### src/rtl/seq_multiply_pkg.sv
// Shared definitions for the sequential shift-add multiplier.
// The controller state type and the step-counter sizing helper live here so
// that the top level and any future wrappers agree on encodings.
package seq_multiply_pkg;

  // Legacy state encodings, kept as plain constants so older blocks that
  // compare raw two-bit codes keep working.
  localparam logic [1:0] ST_IDLE = 2'd0;
  localparam logic [1:0] ST_BUSY = 2'd1;
  localparam logic [1:0] ST_DONE = 2'd2;

  // Controller states: waiting for operands, iterating, holding a result.
  typedef enum logic [1:0] {
    IDLE = ST_IDLE,
    BUSY = ST_BUSY,
    DONE = ST_DONE
  } state_t;

  // Width of a counter that must be able to represent 0..width.
  function automatic int cnt_width(input int width);
    return $clog2(width + 1);
  endfunction

endpackage

### src/rtl/seq_multiply_dp.sv
// Datapath of the sequential multiplier: multiplicand register, the
// accumulator (upper product half), the multiplier shift register (which
// fills up with the lower product half) and the single WIDTH-bit adder.
// Optional two's-complement support is compiled in with
// SEQ_MULTIPLY_SIGNED_EN; without it the datapath is unsigned only.
module seq_multiply_dp
  import seq_multiply_pkg::*;
#(
  parameter int WIDTH = 8
) (
  input  logic                 clk,
  input  logic                 rst,
  input  logic                 load,
  input  logic                 step,
  input  logic                 finish,
  input  logic [WIDTH-1:0]     abus,
  input  logic [WIDTH-1:0]     bbus,
  output logic [2*WIDTH-1:0]   prod
`ifdef SEQ_MULTIPLY_SIGNED_EN
  ,
  input  logic                 sgn
`endif
);

  logic [WIDTH-1:0]   mcand;
  logic [WIDTH-1:0]   acc;
  logic [WIDTH-1:0]   mult;
  logic [WIDTH-1:0]   a_mag;
  logic [WIDTH-1:0]   b_mag;
  logic [WIDTH-1:0]   addend;
  logic [WIDTH:0]     sum;
  logic [WIDTH-1:0]   acc_nxt;
  logic [WIDTH-1:0]   mult_nxt;
  logic [2*WIDTH-1:0] raw_nxt;
  logic [2*WIDTH-1:0] final_nxt;

`ifdef SEQ_MULTIPLY_SIGNED_EN
  logic neg;
  logic neg_nxt;

  // Signed operands are reduced to magnitudes so the iteration itself is
  // always unsigned; the most negative value maps to its own bit pattern,
  // which read unsigned is exactly its magnitude.
  always_comb begin
    a_mag   = abus;
    b_mag   = bbus;
    neg_nxt = 1'b0;
    if (sgn) begin
      if (abus[WIDTH-1]) a_mag = ~abus + WIDTH'(1);
      if (bbus[WIDTH-1]) b_mag = ~bbus + WIDTH'(1);
      neg_nxt = abus[WIDTH-1] ^ bbus[WIDTH-1];
    end
  end

  // Remember whether the finished magnitude product must be negated.
  always_ff @(posedge clk or posedge rst) begin
    if (rst)       neg <= 1'b0;
    else if (load) neg <= neg_nxt;
  end
`else
  // Unsigned build: operands go straight into the iteration.
  always_comb begin
    a_mag = abus;
    b_mag = bbus;
  end
`endif

  // One radix-2 step: conditionally add the multiplicand into the upper
  // half, then shift {carry, acc, mult} right by one. The bit leaving the
  // sum becomes the next product bit at the top of the multiplier register.
  always_comb begin
    addend    = mult[0] ? mcand : '0;
    sum       = {1'b0, acc} + {1'b0, addend};
    acc_nxt   = sum[WIDTH:1];
    mult_nxt  = {sum[0], mult[WIDTH-1:1]};
    raw_nxt   = {acc_nxt, mult_nxt};
`ifdef SEQ_MULTIPLY_SIGNED_EN
    final_nxt = neg ? (~raw_nxt + (2*WIDTH)'(1)) : raw_nxt;
`else
    final_nxt = raw_nxt;
`endif
  end

  // Operand capture and iteration registers.
  always_ff @(posedge clk or posedge rst) begin
    if (rst) begin
      mcand <= '0;
      acc   <= '0;
      mult  <= '0;
    end else if (load) begin
      mcand <= a_mag;
      acc   <= '0;
      mult  <= b_mag;
    end else if (step) begin
      acc   <= acc_nxt;
      mult  <= mult_nxt;
    end
  end

  // The visible product only changes when the last step completes, so it
  // stays stable through DONE and keeps its value while idle.
  always_ff @(posedge clk or posedge rst) begin
    if (rst)         prod <= '0;
    else if (finish) prod <= final_nxt;
  end

endmodule

### src/rtl/seq_multiply.sv
// Sequential WIDTH x WIDTH multiplier with valid/ready handshakes on both
// sides. Holds the IDLE/BUSY/DONE controller, the step counter and the
// handshake outputs; the arithmetic lives in seq_multiply_dp.
// Define SEQ_MULTIPLY_SIGNED_EN to add the sgn port and two's-complement
// operation.
module seq_multiply
  import seq_multiply_pkg::*;
#(
  parameter int WIDTH = 8
) (
  input  logic                 clk,
  input  logic                 rst,
  input  logic                 in_valid,
  output logic                 in_ready,
  input  logic [WIDTH-1:0]     abus,
  input  logic [WIDTH-1:0]     bbus,
  output logic                 out_valid,
  input  logic                 out_ready,
  output logic [2*WIDTH-1:0]   out
`ifdef SEQ_MULTIPLY_SIGNED_EN
  ,
  input  logic                 sgn
`endif
);

  localparam int             CW   = cnt_width(WIDTH);
  localparam logic [CW-1:0]  LAST = CW'(WIDTH - 1);

  state_t        state;
  state_t        state_nxt;
  logic [CW-1:0] cnt;
  logic          accept;
  logic          last_step;
  logic          consume;

  // Handshake events derived from the current state.
  always_comb begin
    accept    = (state == IDLE) && in_valid;
    last_step = (state == BUSY) && (cnt == LAST);
    consume   = (state == DONE) && out_ready;
    in_ready  = (state == IDLE);
    out_valid = (state == DONE);
  end

  // Next-state selection: always WIDTH busy cycles, and a consumed result
  // goes back to IDLE first so acceptance never overlaps consumption.
  always_comb begin
    state_nxt = state;
    case (state)
      IDLE:    if (accept)    state_nxt = BUSY;
      BUSY:    if (last_step) state_nxt = DONE;
      DONE:    if (consume)   state_nxt = IDLE;
      default:                state_nxt = IDLE;
    endcase
  end

  // State register; reset abandons any operation in flight.
  always_ff @(posedge clk or posedge rst) begin
    if (rst) state <= IDLE;
    else     state <= state_nxt;
  end

  // Step counter: cleared on acceptance, advanced each busy cycle, parked
  // at zero outside BUSY.
  always_ff @(posedge clk or posedge rst) begin
    if (rst)                                cnt <= '0;
    else if (accept || last_step)           cnt <= '0;
    else if (state == BUSY)                 cnt <= cnt + CW'(1);
  end

  seq_multiply_dp #(
    .WIDTH (WIDTH)
  ) u_dp (
    .clk    (clk),
    .rst    (rst),
    .load   (accept),
    .step   (state == BUSY),
    .finish (last_step),
    .abus   (abus),
    .bbus   (bbus),
    .prod   (out)
`ifdef SEQ_MULTIPLY_SIGNED_EN
    ,
    .sgn    (sgn)
`endif
  );

endmodule

### config.mk
export PLATFORM = sky130hd
export DESIGN_NAME = seq_multiply
export DESIGN_NICKNAME = d
export VERILOG_FILES = /design/src/rtl/seq_multiply_pkg.sv /design/src/rtl/seq_multiply_dp.sv /design/src/rtl/seq_multiply.sv
export SDC_FILE = /design/constraint.sdc
export NUM_CORES = 1
export LEC_CHECK = 0
export CELL_PAD_IN_SITES_DETAIL_PLACEMENT = 0
export CELL_PAD_IN_SITES_GLOBAL_PLACEMENT = 1
export CORE_ASPECT_RATIO = 1.2
export CORE_MARGIN = 2
export CORE_UTILIZATION = 51
export DETAILED_ROUTE_END_ITERATION = 7
export DONT_BUFFER_PORTS = 1
export PLACE_DENSITY_LB_ADDON = 0.12
export SLEW_MARGIN = 10
export SYNTH_ARGS = -nofsm -noshare
export SYNTH_HDL_FRONTEND = slang
export SYNTH_SLANG_ARGS = --single-unit
### constraint.sdc
create_clock -name clk -period 6.05 [get_ports clk]
set_input_delay 0.605 -clock clk [delete_from_list [all_inputs] [get_ports clk]]
set_output_delay 0.605 -clock clk [all_outputs]
set_load 0.1 [all_outputs]
==> summary.md <==
| Metric | Value |
|---|---|
| Port Buf Inserts | 0 |
| Top-count cell post-synth | nand2_1 |
| Total grt overflow | 0 |
| H-Tree Depth | 2 |
| #FFs+latches synth | 46 |
| Worst stage delay on the critical path | 870 ps |
| Synth top area cells | dfrtp_1, nand2_1, ha_1 |
| Post-synth top cells | nand2_1, dfrtp_1, o21ai_0, nand3_1, nor2_1 |
| CTS Buf Count | 5 |
| Ys async rst share | 100% |
| Row count | 26 |
| Post-synth cell types | 33 |
| Iter 0 DRT Violations | 101 |
| Leading area contributor after synthesis | dfrtp_1 |
| Crit-path cells | nor2_2 > nand2_1 > nand3_1 > o211ai_1 |
| Seq/Total Area, Yosys | 51.6% |
| Gpl congestion | 0.821 |
| Tmin final | 2430 ps |
| Met2 usage | 36.0% |
| Crit Path Category | register to register |
| Initial Utilization | 52.7% |
| Num ports | 38 |
| Mapped Avg Cell Area | 9.21 um^2 |
| Clock Latency Late Sink | 300 ps |
| Outcome | completed |
| Met1 Resource Use GR | 27.2% |
| R2R depth | 4 |
| Fillers | 422 |
| CP Data Required Time | 6220 ps |
| Finish-stage setup viols | 0 |
| YS warnings | 0 |
| Final Non-Filler Cells | 297 |
| Fmax | 411 MHz |
| Max-slew violation count | 0 |
| CORE AREA | 0.00423 mm^2 |
| Setup repair after global routing missed its margin | no |
| Diodes inserted | 0 |
| GR Util met3 | 5.32% |
| Via count | 1660 |
| Wirelength per Cell | 15.6 um |
| R2R Path Start | state[1]$_DFFE_PP0P_ |
| Die extent in x | 64.4 um |
| Post-CTS Setup Repair Bufs | 0 |
| Clock sinks | 46 |
| Synth Flop Type | dfrtp_1 |
| Syn Nets | 272 |
| Root buf cell | clkbuf_8 |
| Synth-to-Final Area Change | 5.72% |
| Grt peak-use layer | met2 |
| Global-route wire length before repair | 8160 um |
| Drt total wl | 4630 um |
| Crit path DAT | 2610 ps |
| Tcrit/Tclk final | 40.2% |
| Worst slew margin | 27.2% |
| Setup_tns | 0 ps |
| Reg clk slew, reported paths | 80 ps |
| Crit Reg-Reg Endpoint | u_dp.acc[6]$_DFFE_PP0P_ |
| Die Area | 0.00492 mm^2 |
| Top cell type's share of synthesized area | 51.6% |
| Synth Instances | 242 |
| CP startpoint kind | register |
| Slowest cell on the critical path | nor2_2 |
| CTS tree | yes |
| DRC Markers | 0 |
| Largest net degree at the start of global routing | 47 |
| CTS Hold Buffers Added | 0 |
| Crit path launch | state[1]$_DFFE_PP0P_ |
| # resized after CTS | 0 |
| Die Span Y | 76.4 um |
| Crit Path Max Fanout | 16 |
| Layout cells sized above 1 | 6.22% |
| Number of antenna violations at the first check in global routing | 0 |
| Inst Count DP | 290 |
| GRT Resource Usage Total | 21.3% |
| Net count, final | 271 |
| Worst-margin pin slew | 1090 ps |
| R2R Setup Slk | 3620 ps |
| CTS max path bufs | 2 |
| Post-layout util | 55.7% |
| Hold Path Class | input port to async pin |
| Final hold violation count | 0 |
| Vias in the first global route | 1688 |
| Post-synth EDFFs | 0 |
| Remaining antenna violation count after routing | 0 |
| Pre-Repair DR Iteration Count | 4 |
| Vias per Instance | 5.59 |
| Max Clock Skew | 10.9 ps |
| Post-Syn Area | 0.00223 mm^2 |
| Maxcap violations | 0 |
| Crit. End Element | register |
| Post-detail-place hpwl | 3320 um |
-- per-stage QoR --
step	hold WS [ps]	area, um^2	setup slack [ps]
floorplan	437	2230	3420
global placement	458	2280	3690
detailed placement	455	2280	3610
CTS	400	2360	3600
global route	405	2360	3440
finish	384	2360	3620
-- layer usage --
metal	part of all wire (%)	vias to the layer above
li1	-	815
met1	44	808
met2	51	31
met3	3.7	6
met4	1.3	0
met5	0	-
-- worst max-delay path: cells and delay by family (launching register included) --
family / cells / cell delay, ps
AND/OR/NAND/NOR: 3 / 1760
AO/OA/AOI/OAI: 1 / 110
flip-flops: 1 / 440
-- logic make-up (layout without fill, tap and decap cells) --
kind of cell / after synthesis / count (layout) / share of synthesized area [%]
AND/OR/NAND/NOR: 124 / 124 / 24.3
flip-flops: 46 / 46 / 51.6
AO/OA/AOI/OAI: 43 / 43 / 12.8
buffers and inverters: 12 / 11 / 2.36
adder cells (fa/ha/maj): 10 / 10 / 5.95
XOR/XNOR: 4 / 4 / 1.57
multiplexers: 3 / 3 / 1.40
-- area by class of cell --
class | count | area [um^2] | share of cell area, %
Sequential cell | 46 | 1150 | 48.8
Multi-Input combinational cell | 184 | 1030 | 43.8
Clock buffer | 6 | 72.6 | 3.08
Tap cell | 56 | 70.1 | 2.97
Timing Repair Buffer | 2 | 15.0 | 0.637
Clock inverter | 1 | 7.51 | 0.318
Inverter | 2 | 7.51 | 0.318
-- worst max-delay path by stage --
| stage | to | slack, ps | depth (start not counted) |
|---|---|---|---|
| global placement | u_dp.acc[3]$_DFFE_PP0P_ | 3690 | 4 |
| floorplan | u_dp.acc[5]$_DFFE_PP0P_ | 3420 | 5 |
| global route | u_dp.acc[1]$_DFFE_PP0P_ | 3440 | 4 |
| finish | u_dp.acc[6]$_DFFE_PP0P_ | 3620 | 4 |
| CTS | u_dp.acc[7]$_DFFE_PP0P_ | 3600 | 4 |
| detailed placement | u_dp.acc[7]$_DFFE_PP0P_ | 3610 | 4 |
-- layout by cell type, fill, tap and decap left out, types with 3 or more instances in the layout --
| master | synthesis | final |
|---|---|---|
| o21ai_0 | 12 | 12 |
| o21a_1 | 3 | 3 |
| clkbuf_8 | 0 | 5 |
| o211ai_1 | 4 | 4 |
| a211oi_1 | 3 | 3 |
| dfrtp_1 | 46 | 46 |
| nand2_1 | 84 | 84 |
| a21oi_1 | 6 | 6 |
| nand3_1 | 10 | 10 |
| ha_1 | 9 | 9 |
| and2_1 | 9 | 9 |
| a22oi_1 | 8 | 8 |
| or4_1 | 3 | 3 |
| xor2_1 | 3 | 3 |
| nor2_1 | 10 | 9 |
-- sequential cells by signal, indices dropped and copies added (netlist names) --
register / flops
u_dp.prod: 16
u_dp.acc: 8
u_dp.mcand: 8
u_dp.mult: 8
cnt: 4
state: 2
Power is left out: the tool's default activity adds up to more than one toggle a clock period on the data nets, which glitch-free logic cannot reach.
